--- config.mk ---
export PLATFORM = sky130hd
export DESIGN_NAME = fp_mul_pipe
export DESIGN_NICKNAME = d
export VERILOG_FILES = /design/src/rtl/fp_mul_pipe.sv
export SDC_FILE = /design/constraint.sdc
export NUM_CORES = 2
export LEC_CHECK = 0
export ABC_AREA = 0
export BUFFER_PORTS_ARGS = -buffer_cell sky130_fd_sc_hd__buf_2
export CAP_MARGIN = 20
export CORE_UTILIZATION = 45
export DETAILED_ROUTE_END_ITERATION = 7
export GPL_ROUTABILITY_DRIVEN = 0
export MAX_ROUTING_LAYER = met4
export PLACE_DENSITY = 0.61
export SYNTH_ARGS = -nofsm -noshare
export SYNTH_HDL_FRONTEND = slang
export SYNTH_SLANG_ARGS = --single-unit
--- constraint.sdc ---
create_clock -name clk -period 14.2 [get_ports clk]
set_input_delay 1.42 -clock clk [delete_from_list [all_inputs] [get_ports clk]]
set_output_delay 1.42 -clock clk [all_outputs]
set_load 0.05 [all_outputs]
--- src/rtl/fp_mul_pipe.sv ---
// fp_mul_pipe: three-stage IEEE-754 multiplier with RNE rounding, exception flags and valid/ready flow control
module fp_mul_pipe #(
  parameter int EXP_W = 8,
  parameter int MAN_W = 23
) (
  input  logic                   clk,
  input  logic                   rst,
  input  logic                   in_valid,
  output logic                   in_ready,
  input  logic [EXP_W+MAN_W:0]   a,
  input  logic [EXP_W+MAN_W:0]   b,
  output logic                   out_valid,
  input  logic                   out_ready,
  output logic [EXP_W+MAN_W:0]   product,
  output logic [3:0]             flags
);
  localparam int W = 1 + EXP_W + MAN_W;
  localparam int EW = EXP_W + 2;
  localparam int PW = 2 * MAN_W + 2;
  localparam logic signed [EW-1:0] BIAS = EW'((1 << (EXP_W - 1)) - 1);
  localparam logic signed [EW-1:0] EMAX = EW'((1 << EXP_W) - 1);
  logic [EXP_W-1:0] ea, eb;
  logic [MAN_W-1:0] fa, fb;
  logic a_zero, b_zero, a_inf, b_inf, a_nan, b_nan, adv;
  logic v1_d, v1_q, v2_d, v2_q, out_valid_d, out_valid_q;
  logic sign1_d, sign1_q, sign2_d, sign2_q;
  logic [2:0] cls1_d, cls1_q, cls2_d, cls2_q;
  logic signed [EW-1:0] exp1_d, exp1_q, exp2_d, exp2_q, e_n, e_f;
  logic [MAN_W:0] ma1_d, ma1_q, mb1_d, mb1_q;
  logic [PW-1:0] prod2_d, prod2_q;
  logic [PW-2:0] nrm;
  logic [MAN_W-1:0] frac, frac_r;
  logic g, r, s, up;
  logic [W-1:0] product_d, product_q;
  logic [3:0] flags_d, flags_q;
  assign {ea, fa} = a[W-2:0];
  assign {eb, fb} = b[W-2:0];
  assign a_zero = ea == '0;
  assign b_zero = eb == '0;
  assign a_inf = &ea && fa == '0;
  assign b_inf = &eb && fb == '0;
  assign a_nan = &ea && fa != '0;
  assign b_nan = &eb && fb != '0;
  assign adv = ~(out_valid_q & ~out_ready);
  assign in_ready = adv;
  assign out_valid = out_valid_q;
  assign product = product_q;
  assign flags = flags_q;
  // Stage 1: classify operands (cls = {nan, inf, zero}, subnormals count as zero) and sum exponents.
  always_comb begin
    v1_d = in_valid;
    sign1_d = a[W-1] ^ b[W-1];
    cls1_d[2] = a_nan | b_nan | (a_inf & b_zero) | (b_inf & a_zero);
    cls1_d[1] = (a_inf | b_inf) & ~cls1_d[2];
    cls1_d[0] = (a_zero | b_zero) & ~cls1_d[2];
    exp1_d = $signed({2'b00, ea}) + $signed({2'b00, eb}) - BIAS;
    ma1_d = {1'b1, fa};
    mb1_d = {1'b1, fb};
  end
  // Stage 2: full-width significand product.
  always_comb begin
    v2_d = v1_q;
    sign2_d = sign1_q;
    cls2_d = cls1_q;
    exp2_d = exp1_q;
    prod2_d = PW'(ma1_q) * PW'(mb1_q);
  end
  // Stage 3: normalise, round to nearest even, then resolve specials and range exceptions.
  always_comb begin
    nrm = prod2_q[PW-1] ? prod2_q[PW-2:0] : {prod2_q[PW-3:0], 1'b0};
    frac = nrm[PW-2 -: MAN_W];
    g = nrm[MAN_W];
    r = nrm[MAN_W-1];
    s = |nrm[MAN_W-2:0];
    up = g & (r | s | frac[0]);
    e_n = exp2_q + EW'(prod2_q[PW-1]);
    {e_f, frac_r} = {e_n, frac} + (EW + MAN_W)'(up);
    out_valid_d = v2_q;
    product_d = cls2_q[2] ? {1'b0, {EXP_W{1'b1}}, 1'b1, {(MAN_W - 1){1'b0}}}
              : (cls2_q[1] || e_f >= EMAX) ? {sign2_q, {EXP_W{1'b1}}, {MAN_W{1'b0}}}
              : (cls2_q[0] || e_f[EW-1] || e_f == '0) ? {sign2_q, {(W - 1){1'b0}}}
              : {sign2_q, e_f[EXP_W-1:0], frac_r};
    flags_d = cls2_q[2] ? 4'b1000
            : |cls2_q[1:0] ? 4'b0000
            : e_f >= EMAX ? 4'b0101
            : (e_f[EW-1] || e_f == '0) ? 4'b0011
            : {3'b000, g | r | s};
  end
  // Valid bits and the output register clear on reset; the whole pipe advances as one unless stalled.
  always_ff @(posedge clk) begin
    if (rst) begin
      v1_q <= 1'b0;
      v2_q <= 1'b0;
      out_valid_q <= 1'b0;
      product_q <= '0;
      flags_q <= '0;
    end else if (adv) begin
      v1_q <= v1_d;
      v2_q <= v2_d;
      out_valid_q <= out_valid_d;
      product_q <= product_d;
      flags_q <= flags_d;
    end
  end
  // Payload registers carry no reset; the valid bits say whether they mean anything.
  always_ff @(posedge clk) begin
    if (adv) begin
      sign1_q <= sign1_d;
      cls1_q <= cls1_d;
      exp1_q <= exp1_d;
      ma1_q <= ma1_d;
      mb1_q <= mb1_d;
      sign2_q <= sign2_d;
      cls2_q <= cls2_d;
      exp2_q <= exp2_d;
      prod2_q <= prod2_d;
    end
  end
endmodule

* After elaboration in Yosys (flattened, before gate mapping)
Index checks and enable logic that the tools add are counted.
** Operators by class
- Add/subtract/negate cells :: 4
- Multiply operators :: 1
- Magnitude comparators :: 1
- Multiplexer cells :: 8
- Bitwise logic cells :: 19
- Reduce and logical (&&, ||, !) cells :: 19
** Operators with widths (count)
- 31-bit two-way mux :: 2
- 24-bit by 24-bit multiplier with 48-bit output :: 1
- 47-bit two-way mux :: 1
- 23-bit zero test :: 2
- 23-bit nonzero test :: 2
- 33-bit by 1-bit adder with 33-bit output :: 1
- 32-bit two-way mux :: 1
- 22-bit OR reduction :: 1
- 8-bit zero test :: 2
- 8-bit AND reduction :: 2
- 10-bit by 1-bit adder with 10-bit output :: 1
- 10-bit by 9-bit >= comparator with 1-bit output (second input constant) :: 1
- 10-bit zero test :: 1
- 9-bit by 7-bit subtractor with 10-bit output (second input constant) :: 1
- 8-bit by 8-bit adder with 9-bit output :: 1
- 1-bit OR :: 9
- 1-bit bitwise AND :: 6
- 3-bit two-way mux :: 2
- 1-bit logical AND :: 4
- 1-bit logical OR :: 4
- 4-bit two-way mux :: 1
- 1-bit inverter :: 3
- 2-bit two-way mux :: 1
- 2-bit OR reduction :: 1
- 1-bit XOR :: 1
** Word-level totals
- Register bits after elaboration :: 161
- Input port bits :: 68
- Output and inout port bits :: 38
- Logic and storage cells :: 66

* Logic depth before layout (Yosys ltp)
- Word-level depth :: 12
- Depth in mapped cells :: 26

* Worst setup path after synthesis
Ideal clock, no wire load.
- Kind :: input port to output port
- From :: input out_ready
- To :: output in_ready
- Arrival time :: 5.662 ns
- Path slack :: 7.118 ns
- Stages :: 4
- Buffers on the path :: 2
- Cell sequence :: nor2b_1 -> clkbuf_1 -> inv_1 -> buf_1
** On the way
- Cells in the longest elaborated chain, start to end :: 3
** RTL lines
- start: declaration :: RTL line 13 : input logic out_ready,
- 1-bit inverter :: RTL line 44 : assign adv = ~(out_valid_q & ~out_ready);
- 1-bit bitwise AND :: RTL line 44
- 1-bit inverter :: RTL line 44
- end: declaration :: RTL line 9 : output logic in_ready,
Every way passes these cells.

* Final worst setup path
- From :: register ma1_q[6]
- To :: register prod2_q[44], data pin
** On the way
- Cells in the longest elaborated chain, start to end :: 1
** RTL lines
- start: declaration :: RTL line 29 : logic [MAN_W:0] ma1_d, ma1_q, mb1_d, mb1_q;
- start signal: assignment :: RTL line 111 : ma1_q <= ma1_d;
- 24-bit by 24-bit multiplier with 48-bit output :: RTL line 66 : prod2_d = PW'(ma1_q) * PW'(mb1_q);
- via prod2_d[44] :: RTL line 30 : logic [PW-1:0] prod2_d, prod2_q;
- end signal: assignment :: RTL line 116 : prod2_q <= prod2_d;
- end: declaration :: RTL line 30
The timed path passes the listed nets, and every way through them passes these cells.
A chain may end at the register's enable or synchronous reset.

==> impl_metrics.csv <==
group,metric,value,unit
run_status,status,"completed",
synthesis,synth_cells,2793,
synthesis,synthFlopType,"edfxtp_1",
synthesis,synth_seq_cells,161,
synthesis,yosysTopAreaCell,"fa_1",
grt,use_met2,0.406,
critical_path,endpoint_kind,"flop",
layout,fillers,5430,
critical_path,reg2reg_slack,6.37,ns
routing,drc,0,
clock_tree,clk_pin_slew,0.08,ns
grt,grt.met1_usage,0.350,
clock_tree,h-tree-depth,4,
critical_path,cp.depth,22,
routing,dr.first_iter.drc_count,1386,
synthesis,netlist_area,26300,sq um
sta,rsz0062_at_grt,"no",
synthesis,ys_seq_area_frac,0.169,
sta,post-route-period-util,0.551,
critical_path,crit_buf_inv,6,
routing,dr.pass1.iters,5,
critical_path,start_kind,"flop",
critical_path,required,14.55,ns
synthesis,syn_area_per_cell,9.43,sq um
floorplan,rows,88,
grt,grt_pass1_wl,115,mm
clock_tree,cts.sinks,161,
floorplan,die_y,244,um
floorplan,floorplan.core_area,57800,sq um
sta,fin_tns_setup,0,ns
min_path,holdPathStages,0,
sta,final_hold_viol_count,0,
run,cap_violations,0,
floorplan,fp.dieW,244,um
clock_tree,cts_buffer_depth,2,
grt,grt_overflow,0,
layout,area_growth,7.30,%
floorplan,start_util,0.456,
critical_path,path_max_fanout,11,
synthesis,synthDistinctLibCells,73,
synthesis,synth-warning-count,0,
layout,drive_gt1_frac,0.0669,
clock_tree,cts_buffers,17,
routing,vias,19400,
synthesis,async_reset_ff_frac,0,
clock_tree,ctsResizeCount,0,
placed_design,post_dp_cell_area,27600,sq um
floorplan,design.die.area,59500,sq um
routing,wirelength,72.2,mm
grt,grt_pass1_vias,20700,
grt,grt_max_degree,57,
critical_path,critPathKind,"reg2reg",
sta,finalSetupViolations,0,
grt,grt_busiest_layer,"met2",
synthesis,yosysTopAreaCellShare,0.367,
sta,slew_headroom,0.185,
clock_tree,ctsHoldBuffers,0,
min_path,min_path_type,"reg2reg",
synthesis,synth_edf_count,122,
critical_path,path_delay_family,"adder cells",
layout,num-nets-final,3572,
sta,layout_setup_ws,6.37,ns
sta,hold-worst-slack,0.413,ns
critical_path,reg2reg_depth,22,
sta,fmax,0.128,GHz
placed_design,place_ws,6.47,ns
critical_path,arrival,8.18,ns
grt,antenna_found_initial,0,
sta,finalMaxSlewViolations,0,
critical_path,crit_slowest_cell,"edfxtp_1",
placed_design,io_buffers,105,
sta,worst_slew_pin_slew,1.22,ns
layout,antennaDiodeCount,0,
clock_tree,post-cts-setup-buffers,0,
floorplan,ioPinCount,106,
grt,grtUsageTotal,0.260,
routing,via_per_inst,5.38,
routing,wl_per_cell,20.0,um
critical_path,crit_chain,"buf_4 > inv_1 > nor2_1 > fa_1 > fa_1 > inv_1 > fa_1 > inv_1 > fa_1 > fa_1 > fa_1 > inv_1 > fa_1 > inv_1 > ha_1 > a21oi_1 > o211ai_1 > o211ai_1 > a41oi_1 > o211a_1 > o311ai_0 > a311o_1",
sta,min_period,7.83,ns
critical_path,max_stage_delay,0.79,ns
critical_path,cp_common_cell,"fa_1",
grt,grtUsageMet3,0.0393,
synthesis,synth_area_leaders,"fa_1, edfxtp_1, ha_1, inv_1, and2_1",
clock_tree,cts_tree,"yes",
sta,skew,0.0179,ns
routing,drtAntennaViolNets,0,
placed_design,place_hpwl,56.0,mm
synthesis,synth_fp_nets,3536,
layout,final_cell_area,28300,sq um
clock_tree,cts_root_buf,"clkbuf_16",
clock_tree,clkLatencyLatePin,0.49,ns
==> worst register-to-register path: cells and delay by family, from the launching register on <==
| kind | cells | cell delay (ns) |
|---|---|---|
| AND/OR/NAND/NOR | 1 | 0.22 |
| flip-flops | 1 | 0.79 |
| AO/OA/AOI/OAI | 7 | 2.13 |
| buffers and inverters | 6 | 0.82 |
| adder cells (fa/ha/maj) | 8 | 3.75 |
==> synthesized netlist by cell type, drive strengths merged, types with 28 or more instances <==
| master | n |
|---|---|
| o21ai | 37 |
| nand4 | 28 |
| nand2 | 361 |
| inv | 592 |
| and2 | 246 |
| ha | 192 |
| clkbuf | 113 |
| nand3 | 29 |
| nor2 | 106 |
| edfxtp | 122 |
| fa | 483 |
| a21oi | 65 |
| xnor2 | 63 |
| dfxtp | 39 |
| xor2 | 30 |
==> area by class of cell <==
type                            count  area, sq um  share of cell area
Inverter                          595         2240              0.0792
Clock inverter                     14          175             0.00620
Multi-Input combinational cell   1909        19100               0.677
Timing Repair Buffer              145          866              0.0306
Tap cell                          765          957              0.0339
Sequential cell                   161         4440               0.157
Clock buffer                       18          450              0.0159
==> worst paths after layout <==
check                           start                    end
setup / recovery   ma1_q[6]$_DFFE_PN_  prod2_q[44]$_DFFE_PN_
hold / removal    exp1_q[3]$_DFFE_PN_    exp2_q[3]$_DFFE_PN_
setup reg to reg   ma1_q[6]$_DFFE_PN_  prod2_q[44]$_DFFE_PN_
hold reg to reg   exp1_q[3]$_DFFE_PN_    exp2_q[3]$_DFFE_PN_
==> metal layers <==
metal,routed length (um),share of wire,vias up
met3,4520,0.063,117
met2,33300,0.46,679
met1,32400,0.45,9894
li1,-,-,8718
met5,0,0,-
met4,1960,0.027,0
==> cell usage in the layout, fill, tap and decap left out, drive strengths merged, types with 5 or more instances in the layout <==
master,synthesis,routed
a2111oi,9,9
buf,15,145
xor2,30,30
a21o,22,22
a31oi,7,7
fa,483,483
o21ai,37,37
inv,592,602
nor4,23,23
nor2b,9,9
o31ai,24,24
a21oi,65,65
nand2b,7,7
and3,11,11
nor3,15,15
xnor2,63,63
ha,192,192
o211ai,22,22
and2,246,246
dfxtp,39,39
o21a,7,7
a211oi,14,14
nor3b,6,6
mux2i,16,16
nand3,29,29
clkinv,3,7
nor2,106,106
o21bai,10,10
nand4,28,28
o2111ai,5,5
edfxtp,122,122
clkbuf,113,18
or3,7,7
nand2,361,361
==> flip-flops by register name (all words and copies together), names as in the netlist <==
register,flops
prod2_q,48
product,32
ma1_q,23
mb1_q,23
exp1_q,10
exp2_q,10
flags,4
cls1_q,3
cls2_q,3
out_valid,1
out_valid_d,1
sign1_q,1
sign2_q,1
v1_q,1
==> logic make-up (layout without fill, tap and decap cells) <==
family / Yosys count / count (layout) / share of synthesized area
xor+xnor: 93 / 93 / 0.0309
buf+inv: 723 / 772 / 0.105
compound gates: 256 / 256 / 0.0671
simple gates: 866 / 866 / 0.163
fa+ha+maj: 675 / 675 / 0.458
mux: 19 / 19 / 0.00736
flops: 161 / 161 / 0.169
==> per-stage QoR <==
step | std cells | utilization
2_1_floorplan | 2793 | -
3_3_place_gp | 3572 | 0.477
3_5_place_dp | 3572 | 0.477
4_1_cts | 3604 | 0.488
5_1_grt | 3607 | 0.489
6_report | 3607 | 0.489
Power is not shown: default switching activity piles up to over one toggle a cycle in this logic, so the estimate is an artifact.
